File: src/rtl/fifo_wptr_full_if.sv
// Write-side FIFO pointer bundle: producer handshake, the incoming read pointer,
// and the write-domain status published back to the producer.
interface fifo_wptr_full_if #(
  parameter int ptrsize = 10
);
  logic               wr_en;
  logic [ptrsize:0]   rptr_gray;
  logic [ptrsize-1:0] waddr;
  logic [ptrsize:0]   wptr_gray;
  logic               wfull;
  logic               walmost_full;
  logic [ptrsize:0]   wlevel;
  logic               wr_err;

  modport master (
    output wr_en, rptr_gray,
    input  waddr, wptr_gray, wfull, walmost_full, wlevel, wr_err
  );

  modport slave (
    input  wr_en, rptr_gray,
    output waddr, wptr_gray, wfull, walmost_full, wlevel, wr_err
  );
endinterface

File: src/rtl/fifo_wptr_full.sv
// Write pointer and full/almost-full/level generator for an asynchronous FIFO.
// Gray write pointer is published straight from a flop; read pointer is double-synchronized.
module fifo_wptr_full #(
  parameter int ptrsize   = 10,
  parameter int af_margin = 2
) (
  input  logic             clk,
  input  logic             rst,
  fifo_wptr_full_if.slave  bus
);
  localparam logic [ptrsize:0] depth_v = {1'b1, {ptrsize{1'b0}}};
  localparam logic [ptrsize:0] af_v    = (ptrsize+1)'(af_margin);

  logic [ptrsize:0] wbin_reg;
  logic [ptrsize:0] wgray_reg;
  logic [ptrsize:0] rq1_reg;
  logic [ptrsize:0] rq2_reg;
  logic             wfull_reg;
  logic             walmost_full_reg;
  logic [ptrsize:0] wlevel_reg;
  logic             wr_err_reg;

  logic             push;
  logic [ptrsize:0] wbin_next;
  logic [ptrsize:0] wgray_next;
  logic [ptrsize:0] rbin_sync;
  logic [ptrsize:0] level_next;
  logic [ptrsize:0] free_next;
  logic [ptrsize:0] full_cmp;
  logic             wfull_next;
  logic             walmost_full_next;

  // Writes while full are dropped; the pointer only moves on an accepted push.
  assign push       = bus.wr_en & ~wfull_reg;
  assign wbin_next  = wbin_reg + {{ptrsize{1'b0}}, push};
  assign wgray_next = wbin_next ^ (wbin_next >> 1);

  // Gray-to-binary: each binary bit is the XOR of all Gray bits at or above it.
  genvar gi;
  generate
    for (gi = 0; gi <= ptrsize; gi++) begin : g_rbin
      assign rbin_sync[gi] = ^rq2_reg[ptrsize:gi];
    end
  endgenerate

  // Full when the writer sits exactly one lap ahead: top two Gray bits inverted.
  assign full_cmp          = {~rq2_reg[ptrsize:ptrsize-1], rq2_reg[ptrsize-2:0]};
  assign wfull_next        = (wgray_next == full_cmp);
  assign level_next        = wbin_next - rbin_sync;
  assign free_next         = depth_v - level_next;
  assign walmost_full_next = (free_next <= af_v);

  always_ff @(posedge clk or posedge rst) begin
    if (rst) begin
      wbin_reg         <= '0;
      wgray_reg        <= '0;
      rq1_reg          <= '0;
      rq2_reg          <= '0;
      wfull_reg        <= 1'b0;
      walmost_full_reg <= 1'b0;
      wlevel_reg       <= '0;
      wr_err_reg       <= 1'b0;
    end else begin
      wbin_reg         <= wbin_next;
      wgray_reg        <= wgray_next;
      rq1_reg          <= bus.rptr_gray;
      rq2_reg          <= rq1_reg;
      wfull_reg        <= wfull_next;
      walmost_full_reg <= walmost_full_next;
      wlevel_reg       <= level_next;
      wr_err_reg       <= bus.wr_en & wfull_reg;
    end
  end

  assign bus.waddr        = wbin_reg[ptrsize-1:0];
  assign bus.wptr_gray    = wgray_reg;
  assign bus.wfull        = wfull_reg;
  assign bus.walmost_full = walmost_full_reg;
  assign bus.wlevel       = wlevel_reg;
  assign bus.wr_err       = wr_err_reg;
endmodule

File: src/flat_wrapper.sv
// flat-port wrapper written by rule: the top's interface ports become plain ports
module fifo_wptr_full_flat 
#(
  parameter int ptrsize   = 10,
  parameter int af_margin = 2
)
  (clk, rst, bus_wr_en, bus_rptr_gray, bus_waddr, bus_wptr_gray, bus_wfull, bus_walmost_full, bus_wlevel, bus_wr_err);
  fifo_wptr_full_if #(.ptrsize(ptrsize)) bus_i ();
  input  logic clk;
  input  logic rst;
  input wire logic [$bits(bus_i.wr_en)-1:0] bus_wr_en;
  input wire logic [$bits(bus_i.rptr_gray)-1:0] bus_rptr_gray;
  output wire logic [$bits(bus_i.waddr)-1:0] bus_waddr;
  output wire logic [$bits(bus_i.wptr_gray)-1:0] bus_wptr_gray;
  output wire logic [$bits(bus_i.wfull)-1:0] bus_wfull;
  output wire logic [$bits(bus_i.walmost_full)-1:0] bus_walmost_full;
  output wire logic [$bits(bus_i.wlevel)-1:0] bus_wlevel;
  output wire logic [$bits(bus_i.wr_err)-1:0] bus_wr_err;
  assign bus_i.wr_en = bus_wr_en;
  assign bus_i.rptr_gray = bus_rptr_gray;
  assign bus_waddr = bus_i.waddr;
  assign bus_wptr_gray = bus_i.wptr_gray;
  assign bus_wfull = bus_i.wfull;
  assign bus_walmost_full = bus_i.walmost_full;
  assign bus_wlevel = bus_i.wlevel;
  assign bus_wr_err = bus_i.wr_err;
  fifo_wptr_full #(.ptrsize(ptrsize), .af_margin(af_margin)) u_core (.clk(clk), .rst(rst), .bus(bus_i));
endmodule
File: config.mk
export PLATFORM = sky130hd
export DESIGN_NAME = fifo_wptr_full_flat
export DESIGN_NICKNAME = d
export VERILOG_FILES = /design/src/rtl/fifo_wptr_full_if.sv /design/src/rtl/fifo_wptr_full.sv /design/src/flat_wrapper.sv
export SDC_FILE = /design/constraint.sdc
export NUM_CORES = 1
export LEC_CHECK = 0
export ABC_CLOCK_PERIOD_IN_PS = 6600
export BUFFER_PORTS_ARGS = -buffer_cell sky130_fd_sc_hd__buf_2
export CORE_UTILIZATION = 51
export DETAILED_ROUTE_END_ITERATION = 10
export PLACE_DENSITY_LB_ADDON = 0.05
export SLEW_MARGIN = 15
export SYNTH_ARGS = -nofsm -noshare
export SYNTH_HDL_FRONTEND = slang
export SYNTH_SLANG_ARGS = --single-unit
File: constraint.sdc
create_clock -name clk -period 6.6 [get_ports clk]
set_input_delay 0.33 -clock clk [delete_from_list [all_inputs] [get_ports clk]]
set_output_delay 0.33 -clock clk [all_outputs]
set_load 0.01 [all_outputs]
==> results of run 1 <==
==> layout make-up <==
| type | count | area (µm²) |
|---|---|---|
| clock inverters | 5 | 55.1 |
| clock buffers | 11 | 141 |
| flip-flops and latches | 57 | 1430 |
| repair buffers | 49 | 248 |
| fillers | 436 | 1870 |
| inverters | 20 | 75.1 |
| well taps | 70 | 87.6 |
| multi-input cells | 145 | 1170 |
==> kinds of logic (layout without fill, tap and decap cells) <==
family	count (synthesis)	in the layout	synth area share
compound gates	21	21	0.0570
xor+xnor	56	56	0.203
fa+ha+maj	14	14	0.0664
buf+inv	21	85	0.0295
flops	57	57	0.533
mux	2	2	0.00748
simple gates	52	52	0.103
==> layer usage <==
| metal | part of all wire | GRT usage |
|---|---|---|
| met1 | 0.49 | 0.270 |
| met2 | 0.45 | 0.282 |
| met3 | 0.038 | 0.0488 |
| met4 | 0.023 | 0.113 |
| met5 | 0 | 0 |
==> worst reg2reg max path, delay by kind of cell (launching register included) <==
kind            cells  cell delay, ns
simple gates        5            1.44
compound gates      1            0.13
flops               1            0.39
fa+ha+maj           3            0.99
xor+xnor            7            1.89
mux                 1            0.13
==> power groups by stage <==
stage / logic, µW / clock network (µW) / registers (µW)
after floorplan: 641 / 0 / 524
after global placement: 884 / 0 / 488
after detailed placement: 890 / 0 / 488
after CTS: 895 / 329 / 482
after global routing: 1000 / 343 / 492
final: 885 / 321 / 480
==> path summary, 6_finish.rpt <==
check / end / slack, ns / depth (start not counted)
hold / removal: u_core.rq1_reg[0]$_DFF_PP0_ / 0.1 / 1
min in group asynchronous: u_core.rq2_reg[1]$_DFF_PP0_ / 0.18 / 3
setup / recovery: u_core.bus.walmost_full$_DFF_PP0_ / 1.53 / 17
hold reg to reg: u_core.rq2_reg[10]$_DFF_PP0_ / 0.35 / 0
setup reg to reg: u_core.bus.walmost_full$_DFF_PP0_ / 1.53 / 17
max in group asynchronous: u_core.bus.wlevel[4]$_DFF_PP0_ / 5.98 / 3
==> layout by cell type, fill, tap and decap left out, types with 2 or more instances in the layout <==
| cell type | count |
|---|---|
| a21oi_1 | 5 |
| a21oi_2 | 2 |
| and2_1 | 3 |
| buf_2 | 48 |
| clkbuf_8 | 10 |
| clkinv_1 | 2 |
| clkinv_2 | 2 |
| clkinvlp_4 | 2 |
| dfrtp_1 | 57 |
| ha_1 | 11 |
| inv_1 | 15 |
| inv_2 | 3 |
| maj3_1 | 2 |
| mux2i_1 | 2 |
| nand2_1 | 9 |
| nand3_1 | 11 |
| nand4_1 | 3 |
| nor2_1 | 8 |
| nor2b_1 | 4 |
| nor3_1 | 4 |
| nor4_1 | 2 |
| o21ai_0 | 4 |
| or4_1 | 2 |
| xnor2_1 | 37 |
| xor2_1 | 15 |
==> per-stage QoR <==
stage / hold WS, ns / total power [µW]
finish: 0.0963 / 1690
global route: 0.0839 / 1840
CTS: 0.0838 / 1710
detailed placement: 0.335 / 1380
global placement: 0.332 / 1370
floorplan: 0.331 / 1170
==> flow_metrics.env, run 1 <==
export IMPL_status="completed"
export IMPL_worst_pin_slew_ns=0.669
export IMPL_required_ns=6.86
export IMPL_path_cells="xor3_2, xnor3_2, xnor2_2, xor2_1, xnor2_1, xnor2_1, ha_1, fa_1, nor2b_1, nor2_1, maj3_1, o2bb2ai_2, xnor2_1, or3_1, or4_1, or4b_1, mux2i_1"
export IMPL_drive_gt1_frac=0.258
export IMPL_wire_per_inst_um=13.2
export IMPL_ys_flop_type="dfrtp_1"
export IMPL_cts_inserted_buffers=9
export IMPL_die_area_um2=5540
export IMPL_drc=0
export IMPL_rsz0062_at_grt="no"
export IMPL_power_switching_uw=683
export IMPL_die_w_um=74.4
export IMPL_placed_cells=341
export IMPL_antenna_left=0
export IMPL_worstSetupPathType="flip-flop to flip-flop"
export IMPL_r2r_start="u_core.rq2_reg[9]$_DFF_PP0_"
export IMPL_core_area_um2=5070
export IMPL_grt_pass1_vias=1608
export IMPL_vias=1742
export IMPL_clock_tree_root_cell="clkbuf_8"
export IMPL_avgSynthCellArea_um2=12.0
export IMPL_drtPass1Iterations=4
export IMPL_report_final_slew_viol_count=0
export IMPL_p_per_area_nw_per_um2=526
export IMPL_overflow=0
export IMPL_start_util=0.527
export IMPL_row_count=26
export IMPL_p_sw_frac=0.405
export IMPL_netlist_area_um2=2680
export IMPL_cts_htree_levels=3
export IMPL_grt_pass1_wl_mm=7.63
export IMPL_grt_max_degree=58
export IMPL_cts_resized=0
export IMPL_arrival_ns=5.32
export IMPL_tns_ns=0
export IMPL_num_antenna_cells=0
export IMPL_finish_utilization=0.631
export IMPL_cp_end_kind="flip-flop"
export IMPL_ys_seq_elements=57
export IMPL_cts_hold_buf=0
export IMPL_seqPwrFrac=0.285
export IMPL_synthesis_nets=249
export IMPL_nNetsFinal=308
export IMPL_synth_area_leaders="dfrtp_1 (53%), xnor2_1 (12%), ha_1 (5.1%)"
export IMPL_dp_hpwl_mm=3.52
export IMPL_cp_top_family="XOR/XNOR gates"
export IMPL_routed_wl_mm=4.70
export IMPL_clk_pin_slew_ns=0.06
export IMPL_cpMaxStageDelayCell="xor3_2"
export IMPL_p_clk_frac=0.190
export IMPL_cts_sinks=57
export IMPL_numPortBuffers=48
export IMPL_crit_path_frequent_cell="xnor2_1"
export IMPL_synthArstFlopShare=1.00
export IMPL_p_leak_uw=0.00153
export IMPL_synthesis_instances=223
export IMPL_routed_via_density=4.88
export IMPL_critPathBufInv=0
export IMPL_placed_area_um2=3010
export IMPL_hold_viol_final=0
export IMPL_p_int_uw=1000
export IMPL_fin_crit_ns=5.07
export IMPL_fin_cells=357
export IMPL_ios=49
export IMPL_postCtsSetupBuffers=0
export IMPL_synth_edff_count=0
export IMPL_grt_antenna_before_repair=0
export IMPL_maxCapViolCount=0
export IMPL_cp_start_kind="flip-flop"
export IMPL_yosysTopAreaCellShare=0.533
export IMPL_yosys_top_cells_count="dfrtp_1 (57), xnor2_1 (37), inv_1 (16), xor2_1 (15)"
export IMPL_setup_viol=0
export IMPL_syn2layout_area_growth_pct=19.7
export IMPL_finalCritPeriodShare=0.768
export IMPL_synth_cell_types=43
export IMPL_grt_usage=0.196
export IMPL_fin_area_um2=3200
export IMPL_clock_latency_ns=0.34
export IMPL_synth_warnings=0
export IMPL_ir_worst_vdd_v=0.000194
export IMPL_p_comb_frac=0.525
export IMPL_first_iter_violations=69
export IMPL_fmax_mhz=197
export IMPL_max_stage_delay_ns=0.53
export IMPL_worstPathMaxFanout=7
export IMPL_hp_start="bus_rptr_gray[0]"
export IMPL_synth_most_common_cell="dfrtp_1"
export IMPL_min_path_type="input port to flip-flop"
export IMPL_clk_path_buf_depth=2
export IMPL_routabilityCongestion=0.811
export IMPL_setup_slack_ns=1.53
export IMPL_slew_headroom=0.554
export IMPL_skew_ns=0.00922
export IMPL_cts_tree="yes"
export IMPL_ys_seq_area_frac=0.533
export IMPL_pre_cts_slack_ns=1.50
export IMPL_synth_area_leader_cell="dfrtp_1"
export IMPL_die_h_um=74.4
export IMPL_critPathLaunch="u_core.rq2_reg[9]$_DFF_PP0_"
Note: power is estimated with default switching activity, not from simulation.
==> inputs of run 2 (changes only) <==
--- a/config.mk
+++ b/config.mk
@@ -5,7 +5,7 @@
 export SDC_FILE = /design/constraint.sdc
 export NUM_CORES = 1
 export LEC_CHECK = 0
-export ABC_CLOCK_PERIOD_IN_PS = 6600
+export ABC_CLOCK_PERIOD_IN_PS = 5100
 export BUFFER_PORTS_ARGS = -buffer_cell sky130_fd_sc_hd__buf_2
 export CORE_UTILIZATION = 51
 export DETAILED_ROUTE_END_ITERATION = 10
==> constraint.sdc (replaced) <==
create_clock -name clk -period 5.1 [get_ports clk]
set_input_delay 0.255 -clock clk [delete_from_list [all_inputs] [get_ports clk]]
set_output_delay 0.255 -clock clk [all_outputs]
set_load 0.01 [all_outputs]
==> run 2 against run 1 <==
  * Sequential power is 30% higher
  * Final area is 1.3% higher
  * Combinational power is 32% higher
  * Worst setup slack worse by 1.3 ns
  * Non-clock buffer count is 2 higher
  * Critical path depth stayed put
  * Flip-flop and latch count stayed put
  * Final cell count is 0.28% higher
  * Sequential share of layout area is 0.53 points lower
  * Via count is 0.34% lower
  * Power is 31% higher
==> flow_metrics.env, run 2 (synthesized netlist as in run 1, its figures left out) <==
export IMPL_fin_cells=358
export IMPL_arrival_ns=5.10
export IMPL_worstPathMaxFanout=4
export IMPL_critPathBufInv=0
export IMPL_drive_gt1_frac=0.271
export IMPL_power_total_uw=2210
export IMPL_die_h_um=74.4
export IMPL_wire_per_inst_um=13.4
export IMPL_min_path_type="input port to flip-flop"
export IMPL_first_iter_violations=55
export IMPL_skew_ns=0.00640
export IMPL_register_area_um2=1430
export IMPL_syn2layout_area_growth_pct=21.3
export IMPL_cp_top_family="XOR/XNOR gates"
export IMPL_p_leak_uw=0.00155
export IMPL_holdWs_ns=0.0272
export IMPL_grt_usage=0.196
export IMPL_worst_pin_slew_ns=0.686
export IMPL_maxCapViolCount=0
export IMPL_drtPass1Iterations=4
export IMPL_fmax_mhz=206
export IMPL_antenna_left=0
export IMPL_clk_path_buf_depth=2
export IMPL_die_area_um2=5540
export IMPL_core_area_um2=5070
export IMPL_status="completed"
export IMPL_setup_slack_ns=0.256
export IMPL_placed_cells=342
export IMPL_p_per_area_nw_per_um2=681
export IMPL_max_stage_delay_ns=0.46
export IMPL_final_common_cell="dfrtp_1"
export IMPL_r2r_slack_ns=0.26
export IMPL_slew_headroom=0.543
export IMPL_cp_end_kind="flip-flop"
export IMPL_cts_htree_levels=3
export IMPL_grt_pass1_wl_mm=7.70
export IMPL_clock_latency_ns=0.33
export IMPL_ir_worst_vdd_v=0.000317
export IMPL_finalCritPeriodShare=0.950
export IMPL_cts_tree="yes"
export IMPL_crit_path_frequent_cell="xnor2_1"
export IMPL_cpMaxStageDelayCell="or4b_1"
export IMPL_cp_start_kind="flip-flop"
export IMPL_grt_max_degree=58
export IMPL_pre_cts_slack_ns=0.108
export IMPL_die_w_um=74.4
export IMPL_routabilityCongestion=0.813
export IMPL_overflow=0
export IMPL_multiInputGateArea_um2=1200
export IMPL_numPortBuffers=48
export IMPL_routed_wl_mm=4.81
export IMPL_final_cell_mix="dfrtp_1 (56), buf_2 (48), xnor2_1 (36)"
export IMPL_hold_viol_final=0
export IMPL_grt_antenna_before_repair=0
export IMPL_setup_viol=0
export IMPL_required_ns=5.35
export IMPL_num_antenna_cells=0
export IMPL_worstSetupPathType="flip-flop to flip-flop"
export IMPL_clock_tree_root_cell="clkbuf_8"
export IMPL_report_final_slew_viol_count=0
export IMPL_cts_inserted_buffers=9
export IMPL_drc=0
export IMPL_grt_pass1_vias=1610
export IMPL_cts_sinks=57
export IMPL_dp_hpwl_mm=3.49
export IMPL_path_cells="xor3_1, xnor3_2, xnor2_4, xor2_2, xnor2_2, xnor2_1, ha_1, fa_1, nor2b_1, nor2_1, maj3_1, o2bb2ai_2, xnor2_1, or3_1, or4_1, or4b_1, mux2i_1"
export IMPL_fin_crit_ns=4.84
export IMPL_num_fill_cells=413
export IMPL_start_util=0.527
export IMPL_row_count=26
export IMPL_vias=1736
export IMPL_ios=49
export IMPL_nNetsFinal=310
export IMPL_routed_via_density=4.85
export IMPL_clk_pin_slew_ns=0.06
-- run 2: changes by cell type in the layout (fill, tap and decap cells not counted), sizes merged --
cell,previous run,this run
clkbuf,11,12
buf,49,51
clkinvlp,2,0
-- run 2: timing repair --
item	CTS	global route
endpoints found under the setup margin	0	1
resized for setup	0	4
hold buffers	0	0
buffers inserted	0	1
-- run 2: worst register-to-register path: cells and delay by family (launching register included) --
| family | cells | cell delay (ns) |
|---|---|---|
| xor+xnor | 7 | 1.69 |
| simple gates | 5 | 1.44 |
| fa+ha+maj | 3 | 0.99 |
| flops | 1 | 0.41 |
| compound gates | 1 | 0.13 |
| mux | 1 | 0.12 |
-- run 2: path summary, 6_finish.rpt --
kind	to	start	cells after the start
max	u_core.bus.walmost_full$_DFF_PP0_	u_core.rq2_reg[6]$_DFF_PP0_	17
min	u_core.rq1_reg[8]$_DFF_PP0_	bus_rptr_gray[8]	1
max reg2reg	u_core.bus.walmost_full$_DFF_PP0_	u_core.rq2_reg[6]$_DFF_PP0_	17
min reg2reg	u_core.rq2_reg[4]$_DFF_PP0_	u_core.rq1_reg[4]$_DFF_PP0_	0
max in group asynchronous	u_core.rq2_reg[6]$_DFF_PP0_	rst	3
min in group asynchronous	u_core.wbin_reg[0]$_DFF_PP0_	rst	3
-- run 2: per-layer routing --
metal	part of all wire	track usage	vias to the layer above
met5	0	0	-
met4	0.017	0.130	0
met3	0.032	0.0461	7
met2	0.45	0.273	44
met1	0.50	0.272	813
li1	-	-	872
-- run 2: cell type report --
cell class	count	share of cell area
multi-input cells	145	0.369
clock buffers	12	0.0478
inverters	20	0.0231
well taps	70	0.0270
flip-flops and latches	57	0.440
clock inverters	3	0.0123
repair buffers	51	0.0810
-- run 2: per-stage QoR --
step | instance area, µm² | utilization | TNS [ns]
floorplan | 2680 | - | 0
finish | 3250 | 0.640 | 0
CTS | 3210 | 0.633 | 0
detailed placement | 3020 | 0.594 | 0
global placement | 3020 | 0.594 | 0
global route | 3250 | 0.640 | -0.00616
-- run 2: report_power, final --
part	switching (µW)	leakage, µW	internal, µW	total, µW
Clock	164	0.000102	248	412
Combinational	667	0.000755	505	1170
Sequential	57.5	0.000694	568	626
Total	888	0.00155	1320	2210
